$ cat config.mk
export PLATFORM = sky130hd
export DESIGN_NAME = flag_drain
export DESIGN_NICKNAME = d
export VERILOG_FILES = /design/src/rtl/hpu_pkg.sv /design/src/rtl/flag_drain.sv
export SDC_FILE = /design/constraint.sdc
export NUM_CORES = 1
export LEC_CHECK = 0
export CAP_MARGIN = 20
export CORE_ASPECT_RATIO = 1.25
export CORE_MARGIN = 4
export CORE_UTILIZATION = 30
export DETAILED_ROUTE_END_ITERATION = 10
export GPL_ROUTABILITY_DRIVEN = 0
export GPL_TIMING_DRIVEN = 0
export PLACE_DENSITY = 0.57
export SLEW_MARGIN = 20
export SYNTH_ARGS = -nofsm -noshare
export SYNTH_HDL_FRONTEND = slang
export SYNTH_SLANG_ARGS = --single-unit
$ cat constraint.sdc
create_clock -name clk_i -period 2.5 [get_ports clk_i]
set_input_delay 0.5 -clock clk_i [delete_from_list [all_inputs] [get_ports clk_i]]
set_output_delay 0.5 -clock clk_i [all_outputs]
set_load 0.01 [all_outputs]
$ cat src/rtl/hpu_pkg.sv
// Shared types for the flag drain block.
// Latency: n/a (types only).
// Backpressure: n/a (types only).
package hpu_pkg;

  // Drain pass sequencer states.
  typedef enum logic [2:0] {
    ST_IDLE = 3'd0,
    ST_SCAN = 3'd1,
    ST_REQ  = 3'd2,
    ST_CLR  = 3'd3,
    ST_DONE = 3'd4
  } drain_state_t;

endpackage : hpu_pkg

$ cat src/rtl/flag_drain.sv
// Walks an external per-index flag register once per pass, raising a request for
// every set flag and clearing it after the consumer accepts.
// Latency: 1 cycle per unset index, request+2 cycles per set index; done_o DWTH+1
// cycles after start_i on an empty register.
// Backpressure: req_valid_o/req_idx_o hold in REQ until req_ready_i; abort_i wins.
//
// Ports:
//   clk_i, rst_i          clock, asynchronous active-high reset
//   start_i, abort_i      begin a pass (ignored while busy) / terminate a pass
//   raddr_o, rdata_i      combinational read port of the flag register
//   clr_en_o, clr_addr_o  one-cycle clear strobe to the flag register
//   req_valid_o, req_idx_o, req_ready_i   drain request handshake
//   busy_o, done_o, count_o               pass status
module flag_drain #(
  parameter int DWTH = 8,
  parameter int AWTH = 3
) (
  input  logic            clk_i,
  input  logic            rst_i,
  input  logic            start_i,
  input  logic            abort_i,
  output logic [AWTH-1:0] raddr_o,
  input  logic            rdata_i,
  output logic            clr_en_o,
  output logic [AWTH-1:0] clr_addr_o,
  output logic            req_valid_o,
  output logic [AWTH-1:0] req_idx_o,
  input  logic            req_ready_i,
  output logic            busy_o,
  output logic            done_o,
  output logic [AWTH:0]   count_o
);
  import hpu_pkg::*;

  localparam logic [AWTH-1:0] LAST_IDX = AWTH'(DWTH - 1);

  drain_state_t    r_state;
  logic [AWTH-1:0] r_ptr;
  logic [AWTH-1:0] r_idx;
  logic [AWTH:0]   r_count;

  drain_state_t    w_state_nxt;
  logic [AWTH-1:0] w_ptr_nxt;
  logic [AWTH-1:0] w_idx_nxt;
  logic [AWTH:0]   w_count_nxt;

  always_ff @(posedge clk_i or posedge rst_i) begin
    if (rst_i) begin
      r_state <= ST_IDLE;
      r_ptr   <= '0;
      r_idx   <= '0;
      r_count <= '0;
    end else begin
      r_state <= w_state_nxt;
      r_ptr   <= w_ptr_nxt;
      r_idx   <= w_idx_nxt;
      r_count <= w_count_nxt;
    end
  end

  // All outputs decode from registered state, so reset drops them immediately.
  always_comb begin
    w_state_nxt = r_state;
    w_ptr_nxt   = r_ptr;
    w_idx_nxt   = r_idx;
    w_count_nxt = r_count;
    raddr_o     = '0;
    clr_en_o    = 1'b0;
    clr_addr_o  = '0;
    req_valid_o = 1'b0;
    req_idx_o   = '0;
    busy_o      = 1'b0;
    done_o      = 1'b0;

    unique case (r_state)
      ST_IDLE: begin
        if (start_i) begin
          w_ptr_nxt   = '0;
          w_count_nxt = '0;
          w_state_nxt = ST_SCAN;
        end
      end

      ST_SCAN: begin
        busy_o  = 1'b1;
        raddr_o = r_ptr;
        if (abort_i) begin
          w_state_nxt = ST_IDLE;
        end else if (rdata_i) begin
          w_idx_nxt   = r_ptr;
          w_state_nxt = ST_REQ;
        end else if (r_ptr == LAST_IDX) begin
          w_state_nxt = ST_DONE;
        end else begin
          w_ptr_nxt = r_ptr + AWTH'(1);
        end
      end

      ST_REQ: begin
        busy_o      = 1'b1;
        req_valid_o = 1'b1;
        req_idx_o   = r_idx;
        // Abort beats a same-cycle accept; that request is not counted.
        if (abort_i) begin
          w_state_nxt = ST_IDLE;
        end else if (req_ready_i) begin
          w_count_nxt = r_count + (AWTH+1)'(1);
          w_state_nxt = ST_CLR;
        end
      end

      ST_CLR: begin
        busy_o     = 1'b1;
        clr_en_o   = 1'b1;
        clr_addr_o = r_idx;
        // Resume past idx so a same-cycle re-set of idx is left for the next pass.
        if (abort_i) begin
          w_state_nxt = ST_IDLE;
        end else if (r_idx == LAST_IDX) begin
          w_state_nxt = ST_DONE;
        end else begin
          w_ptr_nxt   = r_idx + AWTH'(1);
          w_state_nxt = ST_SCAN;
        end
      end

      ST_DONE: begin
        done_o      = 1'b1;
        w_state_nxt = ST_IDLE;
      end

      default: begin
        w_state_nxt = ST_IDLE;
      end
    endcase
  end

  assign count_o = r_count;

endmodule : flag_drain

==> metrics.md <==
| Metric | Value |
|---|---|
| Status | `completed` |
| Yosys reg bits | `13` |
| Vias/cell | `between 5 and 6` |
| Largest family of logic cells by synthesized area | `simple AND/OR/NAND/NOR gates` |
| Core area | `between 2000 and 3000 um2` |
| Clk sinks | `13` |
| Antenna Nets Post-Route | `0` |
| Worst Tran Pin Value | `about 540 ps` |
| Register Area | `325.3 um2` |
| Register area share after synthesis | `between 30% and 40%` |
| H-tree Lvls | `1` |
| Multi-input gate area | `between 500 and 600 um2` |
| Setup crit end kind | `output pin` |
| Initial Util | `about a third` |
| Rows | `21` |
| Mean area per synthesized cell | `a little over 9 um2` |
| Largest net degree at the start of global routing | `20` |
| Share of post-route cells with drive strength above 1 | `a little over an eighth` |
| Die area | `3825 um2` |
| Worst-skew pair later-pin latency | `280 ps` |
| Layout Nets | `roughly 130` |
| Hold Buf Count CTS | `0` |
| Critical Path Start Type | `register` |
| Post-Route WL | `~2100 um` |
| Critical path's top delay family | `buffers and inverters` |
| Synth Instances | `between 90 and 100` |
| Yosys warning count | `0` |
| Simple-gate share of the synthesized area | `between 20 and 30%` |
| Design area | `1166 um2` |
| Setup violations, final | `0` |
| Max Transition Viols Final | `0` |
| MaxCap Viol Count | `0` |
| Cell Area, Placed | `approximately 1100 um2` |
| Fmax | `around 420 MHz` |
| CTS Root Cell | `clkbuf_4` |
| DRT iter0 DRCs | `38` |
| Area fraction in compound gates after synthesis | `between 10% and 20%` |
| CP arrival | `1900 ps` |
| Initial DRT Pass Iterations | `4` |
| Distinct cells, synth | `38` |
| Final Hold Fails | `0` |
| Peak VDD IR | `around 0.35 mV` |
| Wire length per cell | `~14 um` |
| CP Class | `register to output pin` |
| Layout area overhead | `34.29%` |
| Die height | `roughly 68 um` |
| Global-route usage over all layers | `around 13%` |
| PD cells | `about 820 nW/um2` |
| DRC violations left | `0` |
| Worst path cell trace | `buf_4 -> nor2b_1 -> nand2_1 -> inv_1 -> clkdlybuf4s50_1` |
| Final Cycle Share | `approximately 96%` |
| RSZ-0062 raised after global routing | `false` |
| CTS tree | `built` |
| I/O Buffers | `22` |
| ANT cells | `0` |
| HP Class | `input pin to async pin` |
| Slowest stage delay, CP | `~530 ps` |
| Num ports | `23` |
| Grt total ovfl | `0` |
| Fillers | `slightly below 300` |
| Bufs and invs on worst path | `3` |
| Area contributors post-synth | `dfrtp_1 37%, and2_1 5.0%, o21ai_0 4.0%` |
| Required @ worst endpoint | `approximately 2000 ps` |
| Leak pwr | `~0.52 nW` |
| Synth top area share | `a little under two fifths` |
| Total CTS buffers | `3` |
| Post-Syn Area | `roughly 870 um2` |
| Cell with the most instances after synthesis | `dfrtp_1` |
| Ys flop type | `dfrtp_1` |
| Top post-synthesis cells by count | `13 x dfrtp_1, 7 x and2_1, 7 x o21ai_0` |
| Adder-cell share of the synthesized area | `under 10%` |
| Maximum clock insertion buffer count | `2` |
| Post-synthesis mux area share | `around 6.8%` |
| Initial antenna violation count | `0` |
| Clk_skew | `around 2.7 ps` |
| Final min period | `approximately 2400 ps` |
| XOR/XNOR Fraction of Synth Area | `0%` |
| Post-synth top area cell | `dfrtp_1` |
| First-pass GRT wire length | `between 3000 and 4000 um` |
| Vias | `between 800 and 900` |
| Post-synth EDFFs | `0` |
| Setup TNS | `0 ps` |
| Max Fanout on Critical Path | `9` |
| Clk pin slew, worst setup/hold paths | `about 90 ps` |
| Fraction of registers with async set/reset | `100.0%` |
| Net count after synthesis | `about 100` |
| DPL Wire Length | `between 1500 and 2000 um` |
| Max_slew headroom | `64.23%` |
| Horiz. Die Dim | `between 50 and 60 um` |
| Vias in the first global route | `870` |
| Crit-path slowest cell | `clkdlybuf4s50_1` |
==> logic make-up after synthesis <==
| group | after synthesis |
|---|---|
| and+or+nand+nor | 42 |
| muxes | 5 |
| buffers and inverters | 7 |
| adders and majority gates | 2 |
| DFF | 13 |
| AOI/OAI and AO/OA | 25 |
==> where the power goes <==
part / leakage [nW] / internal (mW) / total, mW / switching [mW]
registers: 0.173 / 0.269 / 0.350 / 0.0817
clock network: 0.0177 / 0.0595 / 0.136 / 0.0762
logic: 0.325 / 0.244 / 0.472 / 0.228
==> through the flow <==
stage / instances / worst slack (ps) / total power, mW / utilization, % / hold slack [ps]
after detailed placement: 150 / 67.35 / 0.8170 / 41.39 / 532.7
after global placement: 150 / 70.67 / 0.8144 / 41.39 / 521.3
after floorplan: 94 / 443.5 / 0.6463 / - / 377.0
after CTS: 153 / 41.58 / 0.9606 / 42.45 / 555.0
final: 153 / 99.71 / 0.9576 / 42.67 / 547.1
after global routing: 153 / 7.050 / 1.037 / 42.67 / 600.5
==> state kept, by name (all words and copies together) (netlist names) <==
signal,count
count_o,4
r_idx,3
r_ptr,3
r_state,3
==> repair_timing <==
action                                  CTS  global route
setup buffers                             0             0
pin swaps                                 0             0
gates resized for setup                   1             1
endpoints found under the setup margin    7             3
==> cell usage in the layout (no fill, tap or decap), drive strengths merged <==
| cell type | instances |
|---|---|
| and3b | 1 |
| and2 | 7 |
| o21a | 1 |
| nor3 | 2 |
| a31oi | 2 |
| clkbuf | 3 |
| or3b | 1 |
| a2111oi | 1 |
| and3 | 3 |
| a21oi | 3 |
| clkinv | 1 |
| mux2 | 4 |
| nand3 | 3 |
| or3 | 1 |
| inv | 3 |
| nand2b | 5 |
| nor2 | 5 |
| nand4 | 1 |
| a221o | 1 |
| clkdlybuf4s50 | 22 |
| buf | 3 |
| or2 | 1 |
| a22o | 2 |
| a21o | 2 |
| dfrtp | 13 |
| nand2 | 5 |
| o22ai | 3 |
| a211o | 1 |
| o21ai | 7 |
| nor2b | 4 |
| nand3b | 2 |
| a211oi | 2 |
| ha | 2 |
| mux2i | 1 |
| nor3b | 1 |
==> layout make-up <==
class | instances | area share, %
clock buffer | 3 | 1.931
sequential | 13 | 27.90
clock inverter | 1 | 0.4292
timing repair buffer | 22 | 18.88
buffer | 3 | 2.039
inverter | 3 | 0.9657
tap | 34 | 3.648
multi-input combinational | 74 | 44.21
==> path summary, 6_finish.rpt <==
| check | start | endpoint | slack (ps) | depth (start not counted) |
|---|---|---|---|---|
| max in group asynchronous | rst_i | r_state[0] | 1600 | 2 |
| hold reg to reg | count_o[1] | count_o[1] | 550 | 2 |
| setup / recovery | r_state[0] | clr_en_o | 100 | 5 |
| hold / removal | rst_i | count_o[0] | 550 | 2 |
| setup reg to reg | r_state[0] | r_ptr[2] | 270 | 9 |
| min in group clk_i | count_o[1] | count_o[1] | 550 | 2 |
==> metal layers <==
metal | share of wire [%] | vias up | global-route usage, %
li1 | - | 389 | -
met1 | 46 | 379 | 15.60
met2 | 46 | 30 | 22.08
met3 | 6.2 | 4 | 2.264
met4 | 1.6 | 0 | 7.418
met5 | 0 | - | 0
Power figures use the tool's default switching activity.
